$ cat src/rtl/sdam_tx.sv
// SDAM serial transmitter: start, pad, 8 address bits and 16 data bits
// (LSB first), then a stop bit, with optional idle gap bits after stop.
module sdam_tx #(
    parameter int GAP_BITS = 0
) (
    input  logic        scl,
    input  logic        reset_n,
    input  logic        tx_valid,
    input  logic [7:0]  tx_addr,
    input  logic [15:0] tx_data,
    output logic        tx_ready,
    output logic        tx_done,
    output logic        busy,
    output logic        sda
);

    typedef enum logic [2:0] {
        S_IDLE,
        S_START,
        S_ADDR,
        S_DATA,
        S_STOP,
        S_GAP
    } state_t;

    // Ready rises after stop + GAP_BITS bits; the GAP state covers all but
    // the last of them, which is already spent in IDLE.
    localparam int          GL       = (GAP_BITS >= 2) ? GAP_BITS - 2 : 0;
    localparam logic [3:0]  GAP_LAST = GL[3:0];

    state_t      state_q, state_d;
    logic [23:0] sh_q, sh_d;
    logic [4:0]  cnt_q, cnt_d;
    logic [3:0]  gcnt_q, gcnt_d;
    logic        pad_q, pad_d;
    logic        sda_q, sda_d;
    logic        rdy_q, rdy_d;
    logic        done_q, done_d;
    logic        accept;

    assign accept = tx_valid & rdy_q;

    always_comb begin
        state_d = state_q;
        sh_d    = sh_q;
        cnt_d   = cnt_q;
        gcnt_d  = gcnt_q;
        pad_d   = pad_q;
        sda_d   = sda_q;
        done_d  = 1'b0;

        unique case (state_q)
            S_IDLE: begin
                sda_d = 1'b1;
                cnt_d = 5'd0;
            end
            S_START: begin
                cnt_d = 5'd0;
                if (!pad_q) begin
                    pad_d = 1'b1;
                    sda_d = 1'b0;
                end else begin
                    pad_d   = 1'b0;
                    state_d = S_ADDR;
                    sda_d   = sh_q[0];
                    sh_d    = sh_q >> 1;
                end
            end
            S_ADDR: begin
                sda_d = sh_q[0];
                sh_d  = sh_q >> 1;
                cnt_d = cnt_q + 5'd1;
                if (cnt_q == 5'd7) begin
                    state_d = S_DATA;
                end
            end
            S_DATA: begin
                if (cnt_q == 5'd23) begin
                    state_d = S_STOP;
                    sda_d   = 1'b1;
                    cnt_d   = 5'd0;
                end else begin
                    sda_d = sh_q[0];
                    sh_d  = sh_q >> 1;
                    cnt_d = cnt_q + 5'd1;
                end
            end
            S_STOP: begin
                sda_d  = 1'b1;
                cnt_d  = 5'd0;
                done_d = 1'b1;
                if (GAP_BITS <= 1) begin
                    state_d = S_IDLE;
                end else begin
                    state_d = S_GAP;
                    gcnt_d  = 4'd0;
                end
            end
            S_GAP: begin
                sda_d = 1'b1;
                cnt_d = 5'd0;
                if (gcnt_q == GAP_LAST) begin
                    state_d = S_IDLE;
                end else begin
                    gcnt_d = gcnt_q + 4'd1;
                end
            end
            default: begin
                state_d = S_IDLE;
                sda_d   = 1'b1;
                cnt_d   = 5'd0;
            end
        endcase

        // A new frame may start from IDLE, or straight out of STOP when
        // there is no gap (ready is already high during the stop bit).
        if (accept) begin
            state_d = S_START;
            sda_d   = 1'b0;
            pad_d   = 1'b0;
            cnt_d   = 5'd0;
            sh_d    = {tx_data, tx_addr};
        end

        rdy_d = (state_d == S_IDLE) ||
                ((state_d == S_STOP) && (GAP_BITS == 0));
    end

    always_ff @(posedge scl) begin
        if (!reset_n) begin
            state_q <= S_IDLE;
            sh_q    <= 24'd0;
            cnt_q   <= 5'd0;
            gcnt_q  <= 4'd0;
            pad_q   <= 1'b0;
            sda_q   <= 1'b1;
            rdy_q   <= 1'b1;
            done_q  <= 1'b0;
        end else begin
            state_q <= state_d;
            sh_q    <= sh_d;
            cnt_q   <= cnt_d;
            gcnt_q  <= gcnt_d;
            pad_q   <= pad_d;
            sda_q   <= sda_d;
            rdy_q   <= rdy_d;
            done_q  <= done_d;
        end
    end

    assign sda      = sda_q;
    assign tx_ready = rdy_q;
    assign busy     = ~rdy_q;
    assign tx_done  = done_q;

endmodule
$ cat config.mk
export PLATFORM = sky130hd
export DESIGN_NAME = sdam_tx
export DESIGN_NICKNAME = d
export VERILOG_FILES = /design/src/rtl/sdam_tx.sv
export SDC_FILE = /design/constraint.sdc
export NUM_CORES = 1
export LEC_CHECK = 0
export BUFFER_PORTS_ARGS = -buffer_cell sky130_fd_sc_hd__clkbuf_2
export CAP_MARGIN = 0
export CORE_MARGIN = 4
export CORE_UTILIZATION = 30
export DETAILED_ROUTE_END_ITERATION = 8
export GPL_TIMING_DRIVEN = 1
export PLACE_DENSITY = 0.46
export SYNTH_ARGS = -nofsm -noshare
export SYNTH_HDL_FRONTEND = slang
export SYNTH_SLANG_ARGS = --single-unit
$ cat constraint.sdc
create_clock -name scl -period 2.7 [get_ports scl]
set_clock_uncertainty 0.15 [all_clocks]
set_input_delay 0.405 -clock scl [delete_from_list [all_inputs] [get_ports scl]]
set_output_delay 0.405 -clock scl [all_outputs]
set_load 0.02 [all_outputs]
Word level (Yosys, flattened, before mapping) --
Cells that the tools add are included.
Operators by class: muxes and demuxes 18, bitwise logic cells 4, add/sub/neg operators 2, equal/unequal tests 10, reductions and logical operators 8
Operators with widths (number):
- $mux 24 | 3
- $pmux 24 s3 | 1
- $mux 3 | 5
- $pmux 3 s5 | 1
- $pmux 5 s2 | 1
- $eq 3x3->1 const B | 3
- $eq 3x2->1 const B | 2
- $logic_not 3->1 | 2
- $ne 3x3->1 const B | 2
- $add 5x1->5 const B | 1
- $eq 5x3->1 const B | 1
- $eq 5x5->1 const B | 1
- $mux 1 | 5
- $mux 5 | 1
- $add 4x1->4 const B | 1
- $logic_not 4->1 | 1
- $reduce_bool 4->1 | 1
- $eq 3x1->1 const B | 1
- $not 1->1 | 3
- $pmux 1 s3 | 1
- $reduce_and 3->1 | 1
- $reduce_and 2->1 | 1
- $reduce_or 2->1 | 1
- $and 1x1->1 | 1
- $logic_or 1x1->1 | 1
Word-level totals: register bits after elaboration 40, logic and storage cells 50, bits of input ports 27

Logic depth before layout (Yosys ltp) --
Gate-level depths: netlist of run 1.
depth in word-level cells 6, gate-level depth with buffers 8, depth with buffers taken out 5

Worst setup path after synthesis of run 1 --
No wires, ideal clock.
kind reg2reg, start point reg cnt_q[0], end point reg sh_q[10], period minus slack after synthesis 1872 ps, arrival time 1600 ps, setup slack 828 ps, stages on the path, launching flop included 9, cells stage by stage dfxtp_1 > ha_1 > and4b_1 > buf_6 > a311o_2 > buf_6 > buf_6 > nand2_1 > a21oi_2
On the way: word-level cells in the longest chain between the ends 3
Ends and longest elaborated chain:
- start, declared | RTL line 33 | logic [4:0] cnt_q, cnt_d;
- start signal, assigned | RTL line 142 | cnt_q <= cnt_d;
- $eq 5x5->1 | RTL line 78 | if (cnt_q == 5'd23) begin
- $ne 3x3->1 (no source line)
- $reduce_and 3->1 (no source line)
- end signal, assigned | RTL line 132 | sh_q <= 24'd0;
- end signal, assigned | RTL line 141 | sh_q <= sh_d;
- end, declared | RTL line 32 | logic [23:0] sh_q, sh_d;
No other way between the ends. A chain may end at the register's enable or synchronous reset.

Worst setup path after layout of run 1 --
start point reg cnt_q[0], end point reg sh_q[23]
The elaborated chain is that of the path after synthesis.

==> qor.yml, run 1 <==
outcome:
  status: "finished, final reports clean"
yosys:
  ys_types: 34
  avgSynthCellArea_um2: 8.64
  syn-num-nets: 244
  synthArstFlopShare: 0
  yosys.area_share.adder: 0.0203
  ys_top_cells_by_count: "40 x dfxtp_1, 27 x a21oi_1, 26 x nand2_1, 25 x o21ai_0, 21 x a21oi_2"
  synth_xor_area_frac: 0.0237
  synth_compound_area_frac: 0.296
  synth_edf_count: 0
  synth_top_area_cell: "dfxtp_1"
  synthMuxAreaShare: 0.00542
  synth_top_family_by_area: "compound AO/OA/AOI/OAI gates"
  synth_top_area_share: 0.433
  syn_area_um2: 1850
  ys_top_cells_by_area: "dfxtp_1 43%, a21oi_2 10%, a21oi_1 7.3%"
  yosys_warnings: 0
  ys_ff_latch: 40
  synth.most_common_cell: "dfxtp_1"
  yosys.area_share.simple: 0.142
  synth_seq_area_share: 0.433
  synth_flop_cell: "dfxtp_1"
  synthesis.instances: 214
cts:
  clock-sinks: 40
  cts_resized: 0
  clk_latency_ns: 0.28
  clockRootBuffer: "clkbuf_8"
  htree_levels: 2
  cts-buffers-inserted: 5
  clk_pin_slew_ns: 0.07
  cts_tree: "built"
  clockBufferDepth: 2
  cts_hold_buf: 0
  cts_setup_buffers: 0
sta:
  post-route-period-util: 0.737
  final.setup.tns_ns: 0
  finalMaxSlewViolations: 0
  timing.fmax_mhz: 502
  max_slew_margin: 0.627
  setup_viol: 0
  period_needed_ns: 1.99
  hold_violations: 0
  worst_slew_pin_slew_ns: 0.560
  rsz0062_at_grt: "no"
global_routing:
  grt_use_total: 0.106
  grt_overflow: 0
  grt_pass1_vias: 1373
  grt_first_pass_wirelength_mm: 6.40
  antenna_found_initial: 0
  grt_max_degree: 34
routing:
  ant_nets: 0
  wl_per_cell_um: 12.0
  via_per_inst: 4.70
  route.detailed.drc: 0
  firstDrtPassIters: 4
  vias: 1465
  routed_wl_mm: 3.75
  drt_iter0_markers: 63
placement:
  routabilityCongestion: 0.708
  portBuffers: 30
  place_inst: 305
  post-dp-hpwl_mm: 2.42
cells_and_area:
  final_cells: 312
  antennaDiodeCount: 0
  nFillCells: 650
  syn2layout_area_growth_pct: 13.3
  layout.nets: 267
  fin_util: 0.351
  drive_gt1_frac: 0.270
die:
  die_w_um: 86.5
  initial_core_util: 0.310
  die_h_um: 86.5
  die_area_um2: 7480
  core_area_um2: 5960
  io-pin-count: 31
  row_count: 28
min_path:
  min_path_type: "in -> reg"
run:
  max-cap-violations: 0
critical_path:
  cp-start-kind: "flip-flop"
  worstSetupPathType: "reg -> reg"
  crit_path_end_kind: "flip-flop"
  cp.arrival_ns: 2.05
  cp_max_fo: 25
  required_ns: 2.76
power_and_ir_drop:
  p_total_mw: 1.24
  leakage_nw: 0.797
  power_density_nw_per_um2: 593
  ir_drop_uv: 184
## critical path, cell delays in order, from the launching register on
cell      delay (ns)
dfxtp_1         0.35
ha_1            0.22
and4b_1         0.37
a311o_2         0.54
nand3_1         0.13
a21boi_0        0.15
## kinds of logic after synthesis
group / Yosys count
AO/OA/AOI/OAI: 83
AND/OR/NAND/NOR: 57
flip-flops: 40
buffers and inverters: 25
XOR/XNOR: 5
adder cells (fa/ha/maj): 3
multiplexers: 1
## stage by stage
step	hold WS, ns	worst slack [ns]	area (µm²)
finish	0.207	0.709	2090
global route	0.240	0.469	2090
CTS	0.198	0.685	2090
detailed placement	0.290	0.701	2000
global placement	0.280	0.743	2000
floorplan	0.267	0.828	1850
## routing by layer
| layer | up-vias | global-route usage | part of all wire |
|---|---|---|---|
| met5 | - | 0 | 0 |
| met3 | 5 | 0.0352 | 0.049 |
| met4 | 0 | 0.0382 | 0.012 |
| met1 | 656 | 0.144 | 0.52 |
| li1 | 780 | - | - |
| met2 | 24 | 0.157 | 0.41 |
## worst paths after layout
check                           depth (start not counted)  slack (ns)         from       end
worst min-delay path                                    3        0.21  tx_data[15]  sh_q[23]
worst min register to register                          1        0.30     cnt_q[0]  cnt_q[0]
worst max-delay path                                    5        0.71     cnt_q[0]  sh_q[23]
worst max register to register                          5        0.71     cnt_q[0]  sh_q[23]
## power breakdown
group	switching [mW]	internal (mW)	total [mW]
combinational	0.0999	0.0658	0.166
sequential	0.0239	0.629	0.653
clock	0.194	0.228	0.421
## sequential cells by signal, indices dropped and copies added, names as in the netlist
signal / flops
pad_q: 1
cnt_q: 5
sh_q: 24
tx_done: 1
sda: 1
state_q: 3
gcnt_q: 4
tx_ready: 1
## layout by cell type, fill, tap and decap left out, drive strengths merged
master / Yosys / final
o21ai: 25 / 25
a311o: 1 / 1
nand4b: 1 / 1
and4b: 1 / 1
clkbuf: 6 / 37
o21a: 1 / 1
buf: 11 / 3
ha: 3 / 3
a311oi: 1 / 1
nor4: 1 / 1
nor2: 12 / 12
a21boi: 2 / 2
dfxtp: 40 / 40
o41a: 1 / 1
mux2i: 1 / 1
xnor2: 2 / 2
a21oi: 48 / 48
inv: 8 / 8
nand3: 5 / 5
a2111oi: 1 / 1
a21o: 2 / 2
xor2: 3 / 3
nand2b: 1 / 1
a31oi: 1 / 1
nor2b: 1 / 1
nor3: 2 / 2
and3: 2 / 2
nand3b: 2 / 2
and2: 3 / 3
nand2: 26 / 26
## area by class of cell
class | instances | area [µm²] | share of cell area
clock buffers | 7 | 96.3 | 0.0460
inverters | 8 | 30.0 | 0.0143
multi-input cells | 149 | 900 | 0.430
flip-flops and latches | 40 | 801 | 0.383
well taps | 75 | 93.8 | 0.0448
repair buffers | 33 | 173 | 0.0825
Note: power is estimated with default switching activity, not from simulation.
==> run 2: changes to the inputs <==
- PLACE_DENSITY: 0.46 -> 0.48
- clock period: 2.7 -> 1.68 ns (I/O delays scaled with it)
==> run 2 against run 1 <==
  * The run now ends with negative setup slack left
  * Worst setup slack worse by 0.74 ns
  * Total power up 83%
  * Fmax up 16%
  * Flip-flop and latch count unchanged
  * Combinational power up 100%
  * Final area up 16%
  * Clock power up 110%
  * Core utilization up 5.8 points
  * Register-to-register slack worse by 0.74 ns
  * Wire length up 13%
  * Count of clock-buffer cells in the layout unchanged
==> qor.yml, run 2 (same netlist as run 1, synthesis figures left out) <==
outcome:
  status: "finished with violations"
  failed_checks: "negative setup slack"
cts:
  htree_levels: 2  # unchanged
  clock-sinks: 40  # unchanged
  cts-buffers-inserted: 5  # unchanged
  clockBufferDepth: 2  # unchanged
  clk_pin_slew_ns: 0.07  # about the same
  clk_latency_ns: 0.29  # about the same
  clockRootBuffer: "clkbuf_8"
  cts_tree: "built"
global_routing:
  grt_pass1_vias: 1600  # +17%
  antenna_found_initial: 0  # unchanged
  grt_use_total: 0.127  # +0.0207
  grt_first_pass_wirelength_mm: 7.59  # +19%
  grt_overflow: 0  # unchanged
  grt_max_degree: 26  # -24%
sta:
  period_needed_ns: 1.71  # -0.279 ns
  finalMaxSlewViolations: 0  # unchanged
  finalWorstSetupSlack_ns: -0.0321  # -0.741 ns
  max_slew_margin: 0.718  # +0.0908
  post-route-period-util: 1.02  # +0.282
  hold_violations: 0  # unchanged
  setup_viol: 20  # +20
  timing.fmax_mhz: 584  # +16%
  worst_slew_pin_slew_ns: 0.413  # -0.147 ns
  final.setup.tns_ns: -0.166  # -0.166 ns
  rsz0062_at_grt: "yes"
critical_path:
  r2r_slack_ns: -0.03  # -0.74 ns
  crit_family: "compound AO/OA/AOI/OAI gates"
  cp-start-kind: "flip-flop"
  rr_worst_depth: 6  # +1
  cp.depth: 6  # +1
  reg2reg_to: "sh_q[22]"
  cp.arrival_ns: 1.73  # -0.32 ns
  r2r-start: "cnt_q[1]"
  cp_cell_sequence: "ha_4, and4b_2, a311o_2, buf_12, nand2_1, a21oi_1"
  slowest_delay_ns: 0.41  # -0.13 ns
  required_ns: 1.70  # -1.06 ns
  cp_max_fo: 11  # -56%
  critPathBufInv: 1  # +1
  slowest_stage: "a311o_2"
  worstSetupPathType: "reg -> reg"
  crit_path_end_kind: "flip-flop"
routing:
  route.detailed.drc: 0  # unchanged
  firstDrtPassIters: 4  # unchanged
  via_per_inst: 4.72  # +0.61%
  wl_met1_mm: 2.12  # +8.1%
  top_layer: "met4"
  drt_iter0_markers: 56  # -11%
  vias: 1559  # +6.4%
  routed-wl-met3_um: 179  # -2.7%
  wl_per_cell_um: 12.8  # +6.7%
  met2_length_mm: 1.86  # +20%
  ant_nets: 0  # unchanged
  routed_wl_mm: 4.24  # +13%
power_and_ir_drop:
  power_density_nw_per_um2: 930  # +57%
  p_total_mw: 2.27  # +83%
  ir_drop_uv: 459  # +150%
  leakage_nw: 0.927  # +16%
cells_and_area:
  stdcell_area_um2: 2440  # +16%
  largest_registers: "sh_q x24, cnt_q x5, gcnt_q x4"
  largest_register: "sh_q"
  layout.nets: 284  # +6.4%
  antennaDiodeCount: 0  # unchanged
  syn2layout_area_growth_pct: 32.0
  drive_gt1_frac: 0.478  # +0.208
  layout_commonest_cell: "dfxtp_1"
  final_cell_mix: "38 x dfxtp_1, 37 x a21oi_2, 30 x clkbuf_2"
  largest_register_ffs: 24  # unchanged
die:
  die_area_um2: 7480  # unchanged
  die_w_um: 86.5  # unchanged
  initial_core_util: 0.310  # unchanged
  io-pin-count: 31  # unchanged
  row_count: 28  # unchanged
  core_area_um2: 5960  # unchanged
  die_h_um: 86.5  # unchanged
run:
  max-cap-violations: 0  # unchanged
min_path:
  hold-path-endpoint: "sh_q[23]"
  min_path_type: "in -> reg"
  holdPathStages: 3  # unchanged
  hp-start: "tx_data[15]"
placement:
  post-dp-hpwl_mm: 2.91  # +20%
  portBuffers: 30  # unchanged
  routabilityCongestion: 0.720  # +1.7%
  postPlaceCellArea_um2: 2200  # +10%
==> run 2: worst reg2reg max path: stages, from the launching register on <==
cell and delay, ns:
dfxtp_2 0.34, ha_4 0.15, and4b_2 0.25, a311o_2 0.41
buf_12 0.18, nand2_1 0.06, a21oi_1 0.06
==> run 2: what timing repair did <==
action / 4_1_cts / 5_1_grt
gates resized for setup: 16 / 4
hold buffers: 0 / 0
setup endpoints to repair: 24 / 25
cloned: 1 / 0
pin swaps: 2 / 2
buffers inserted: 2 / 0
==> run 2: per-layer routing <==
| layer | track usage | vias up |
|---|---|---|
| li1 | - | 813 |
| met1 | 0.182 | 714 |
| met2 | 0.183 | 24 |
| met3 | 0.0314 | 8 |
| met4 | 0.0467 | 0 |
| met5 | 0 | - |
==> run 2: cell type report <==
class	instances	area, µm²
fill	655	3520
multi-input combinational	149	1020
sequential	40	803
timing repair buffer	50	362
clock buffer	7	96.3
tap	75	93.8
clock inverter	1	30.0
inverter	8	30.0
==> run 2: worst max path at each step <==
stage                to  startpoint
2_1_floorplan  sh_q[10]    cnt_q[0]
6_report       sh_q[22]    cnt_q[1]
4_1_cts        sh_q[22]    cnt_q[1]
5_1_grt        sh_q[22]    cnt_q[1]
3_5_place_dp   sh_q[22]    cnt_q[1]
3_3_place_gp   sh_q[21]    cnt_q[1]
==> run 2: power by group <==
part / switching [mW] / internal [mW] / leakage (nW)
logic: 0.188 / 0.152 / 0.532
clock network: 0.343 / 0.525 / 0.0645
registers: 0.0487 / 1.01 / 0.330
total: 0.580 / 1.69 / 0.927
==> run 2: metrics by stage <==
step,hold slack [ns],cells,util,setup slack (ns)
5_1_grt,0.0718,330,0.409,-0.0990
3_3_place_gp,0.295,319,0.370,-0.0653
6_report,0.0452,330,0.409,-0.0321
3_5_place_dp,0.302,319,0.370,-0.0930
4_1_cts,0.0490,330,0.408,-0.0394
2_1_floorplan,0.249,214,-,-0.0847
==> run 3: changes to the inputs <==
- clock period: 1.68 -> 1.4 ns (I/O delays scaled with it)
==> run 3 against run 2 <==
  * Largest cell class unchanged
  * Final area up 8.2%
  * Flip-flop and latch count unchanged
  * Final cell count up 4.5%
  * Via count up 2.6%
  * Die area unchanged
  * Critical path depth up 1
  * Register-to-register slack worse by 0.28 ns
  * Non-clock buffer count up 16
  * Combinational power up 32%
  * The flow still finishes with violations (negative setup slack)
  * Critical endpoint is now sh_q[4]
  * Worst setup slack worse by 0.28 ns
  * Fmax down 0.23%
==> qor.yml, run 3 (same netlist as run 1, synthesis figures left out) <==
outcome:
  status: "finished with violations"
  failed_checks: "negative setup slack"
power_and_ir_drop:
  power_density_nw_per_um2: 930  # about the same
  p_total_mw: 2.45  # +8.1%
  ir_drop_uv: 542  # +18%
  leakage_nw: 1.02  # +10%
sta:
  max_slew_margin: 0.732  # +0.0144
  finalMaxSlewViolations: 0  # unchanged
  hold_violations: 0  # unchanged
  finalWorstSetupSlack_ns: -0.316  # -0.284 ns
  post-route-period-util: 1.23  # +0.207
  worst_slew_pin_slew_ns: 0.392  # -0.0210 ns
  rsz0062_at_grt: "yes"
  hold_ws_ns: 0.0593  # +0.0141 ns
  timing.fmax_mhz: 583  # -0.23%
  period_needed_ns: 1.72  # +0.00395 ns
  setup_viol: 29  # +45%
placement:
  portBuffers: 30  # unchanged
  preCtsSetupSlack_ns: -0.364  # -0.271 ns
  post-dp-hpwl_mm: 2.87  # -1.6%
  routabilityCongestion: 0.830  # +15%
cells_and_area:
  nFillCells: 599  # -8.5%
  largest_register: "sh_q"
  fin_util: 0.443  # +0.0334
  largest_registers: "sh_q x24, cnt_q x5, gcnt_q x4"
  antennaDiodeCount: 0  # unchanged
  syn2layout_area_growth_pct: 42.7
  layout.nets: 300  # +5.6%
  final_cell_mix: "34 x a21oi_2, 34 x dfxtp_1, 30 x clkbuf_2"
  largest_register_ffs: 24  # unchanged
  drive_gt1_frac: 0.552  # +0.0734
die:
  die_area_um2: 7480  # unchanged
  io-pin-count: 31  # unchanged
  die_h_um: 86.5  # unchanged
  row_count: 28  # unchanged
  core_area_um2: 5960  # unchanged
  initial_core_util: 0.310  # unchanged
  die_w_um: 86.5  # unchanged
critical_path:
  critPathBufInv: 2  # +1
  required_ns: 1.47  # -0.23 ns
  cp.depth: 7  # +1
  cp.arrival_ns: 1.79  # +0.06 ns
  cp_cell_sequence: "ha_4, and4b_2, a311oi_4, buf_6, clkbuf_16, a21oi_2, a21oi_2"
  cp-start-kind: "flip-flop"
  crit_path_end_kind: "flip-flop"
  crit_family: "compound AO/OA/AOI/OAI gates"
  worst_path_most_repeated_cell: "a21oi_2"
  r2r_slack_ns: -0.32  # -0.28 ns
  rr_worst_depth: 7  # +1
  cp_max_fo: 6  # -5
  slowest_delay_ns: 0.34  # -0.07 ns
  slowest_stage: "dfxtp_2"
  worstSetupPathType: "reg -> reg"
routing:
  route.detailed.drc: 0  # unchanged
  ant_nets: 0  # unchanged
  wl_per_cell_um: 12.4  # -3.4%
  vias: 1600  # +2.6%
  firstDrtPassIters: 4  # unchanged
  routed_wl_mm: 4.28  # +1.0%
  via_per_inst: 4.64  # -1.8%
  drt_iter0_markers: 59  # +5.4%
cts:
  clk_pin_slew_ns: 0.08  # about the same
  clockBufferDepth: 2  # unchanged
  cts-buffers-inserted: 5  # unchanged
  clock-sinks: 40  # unchanged
  htree_levels: 2  # unchanged
  clk_latency_ns: 0.29  # about the same
  clockRootBuffer: "clkbuf_8"
  cts_tree: "built"
min_path:
  min_path_type: "in -> reg"
  holdPathStages: 3  # unchanged
global_routing:
  grt_overflow: 0  # unchanged
  grt_max_degree: 26  # unchanged
  grt_pass1_vias: 1538  # -3.9%
  grt_first_pass_wirelength_mm: 7.09  # -6.6%
  antenna_found_initial: 0  # unchanged
  grt_use_total: 0.119  # -0.00829
run:
  max-cap-violations: 0  # unchanged
[run 3: final timing paths]
kind                                  from        to
worst max-delay path              cnt_q[1]   sh_q[4]
worst min-delay path            tx_data[8]  sh_q[16]
worst max register to register    cnt_q[1]   sh_q[4]
worst min register to register    sh_q[18]  sh_q[18]
[run 3: layout make-up]
type	count	area, µm²	share of cell area
sequential	40	808	0.306
tap	75	93.8	0.0356
clock buffer	6	72.6	0.0275
timing repair buffer	66	527	0.200
multi-input combinational	149	1100	0.417
inverter	8	30.0	0.0114
clock inverter	1	5.00	0.00190
[run 3: where the power goes]
group          switching, mW  internal (mW)
Sequential            0.0627           1.21
Combinational          0.239          0.210
Clock                  0.387          0.339
[run 3: what timing repair did]
item / 4_1_cts / 5_1_grt
cloned: 0 / 3
gates resized for setup: 6 / 36
hold endpoints to repair: 1 / 0
pin swaps: 1 / 28
buffers inserted: 1 / 4
setup endpoints to repair: 29 / 33
hold buffers: 1 / 0
[run 3: metrics by stage]
step	cell area (µm²)	TNS, ns	instances
5_1_grt	2640	-10.00	345
3_5_place_dp	2300	-8.92	329
6_report	2640	-8.05	345
4_1_cts	2410	-8.14	338
3_3_place_gp	2300	-8.84	329
2_1_floorplan	1930	-8.82	214
[run 3: worst register-to-register path, stage by stage (launching register included)]
cell and delay (ns):
dfxtp_2 0.34, ha_4 0.15, and4b_2 0.25, a311oi_4 0.27, buf_6 0.17, clkbuf_16 0.17, a21oi_2 0.06, a21oi_2 0.11
[run 3: layer usage]
layer / global-route usage / vias up / part of all wire
met3: 0.0276 / 8 / 0.038
li1: - / 844 / -
met2: 0.178 / 22 / 0.44
met1: 0.163 / 726 / 0.51
met4: 0.0510 / 0 / 0.016
met5: 0 / - / 0
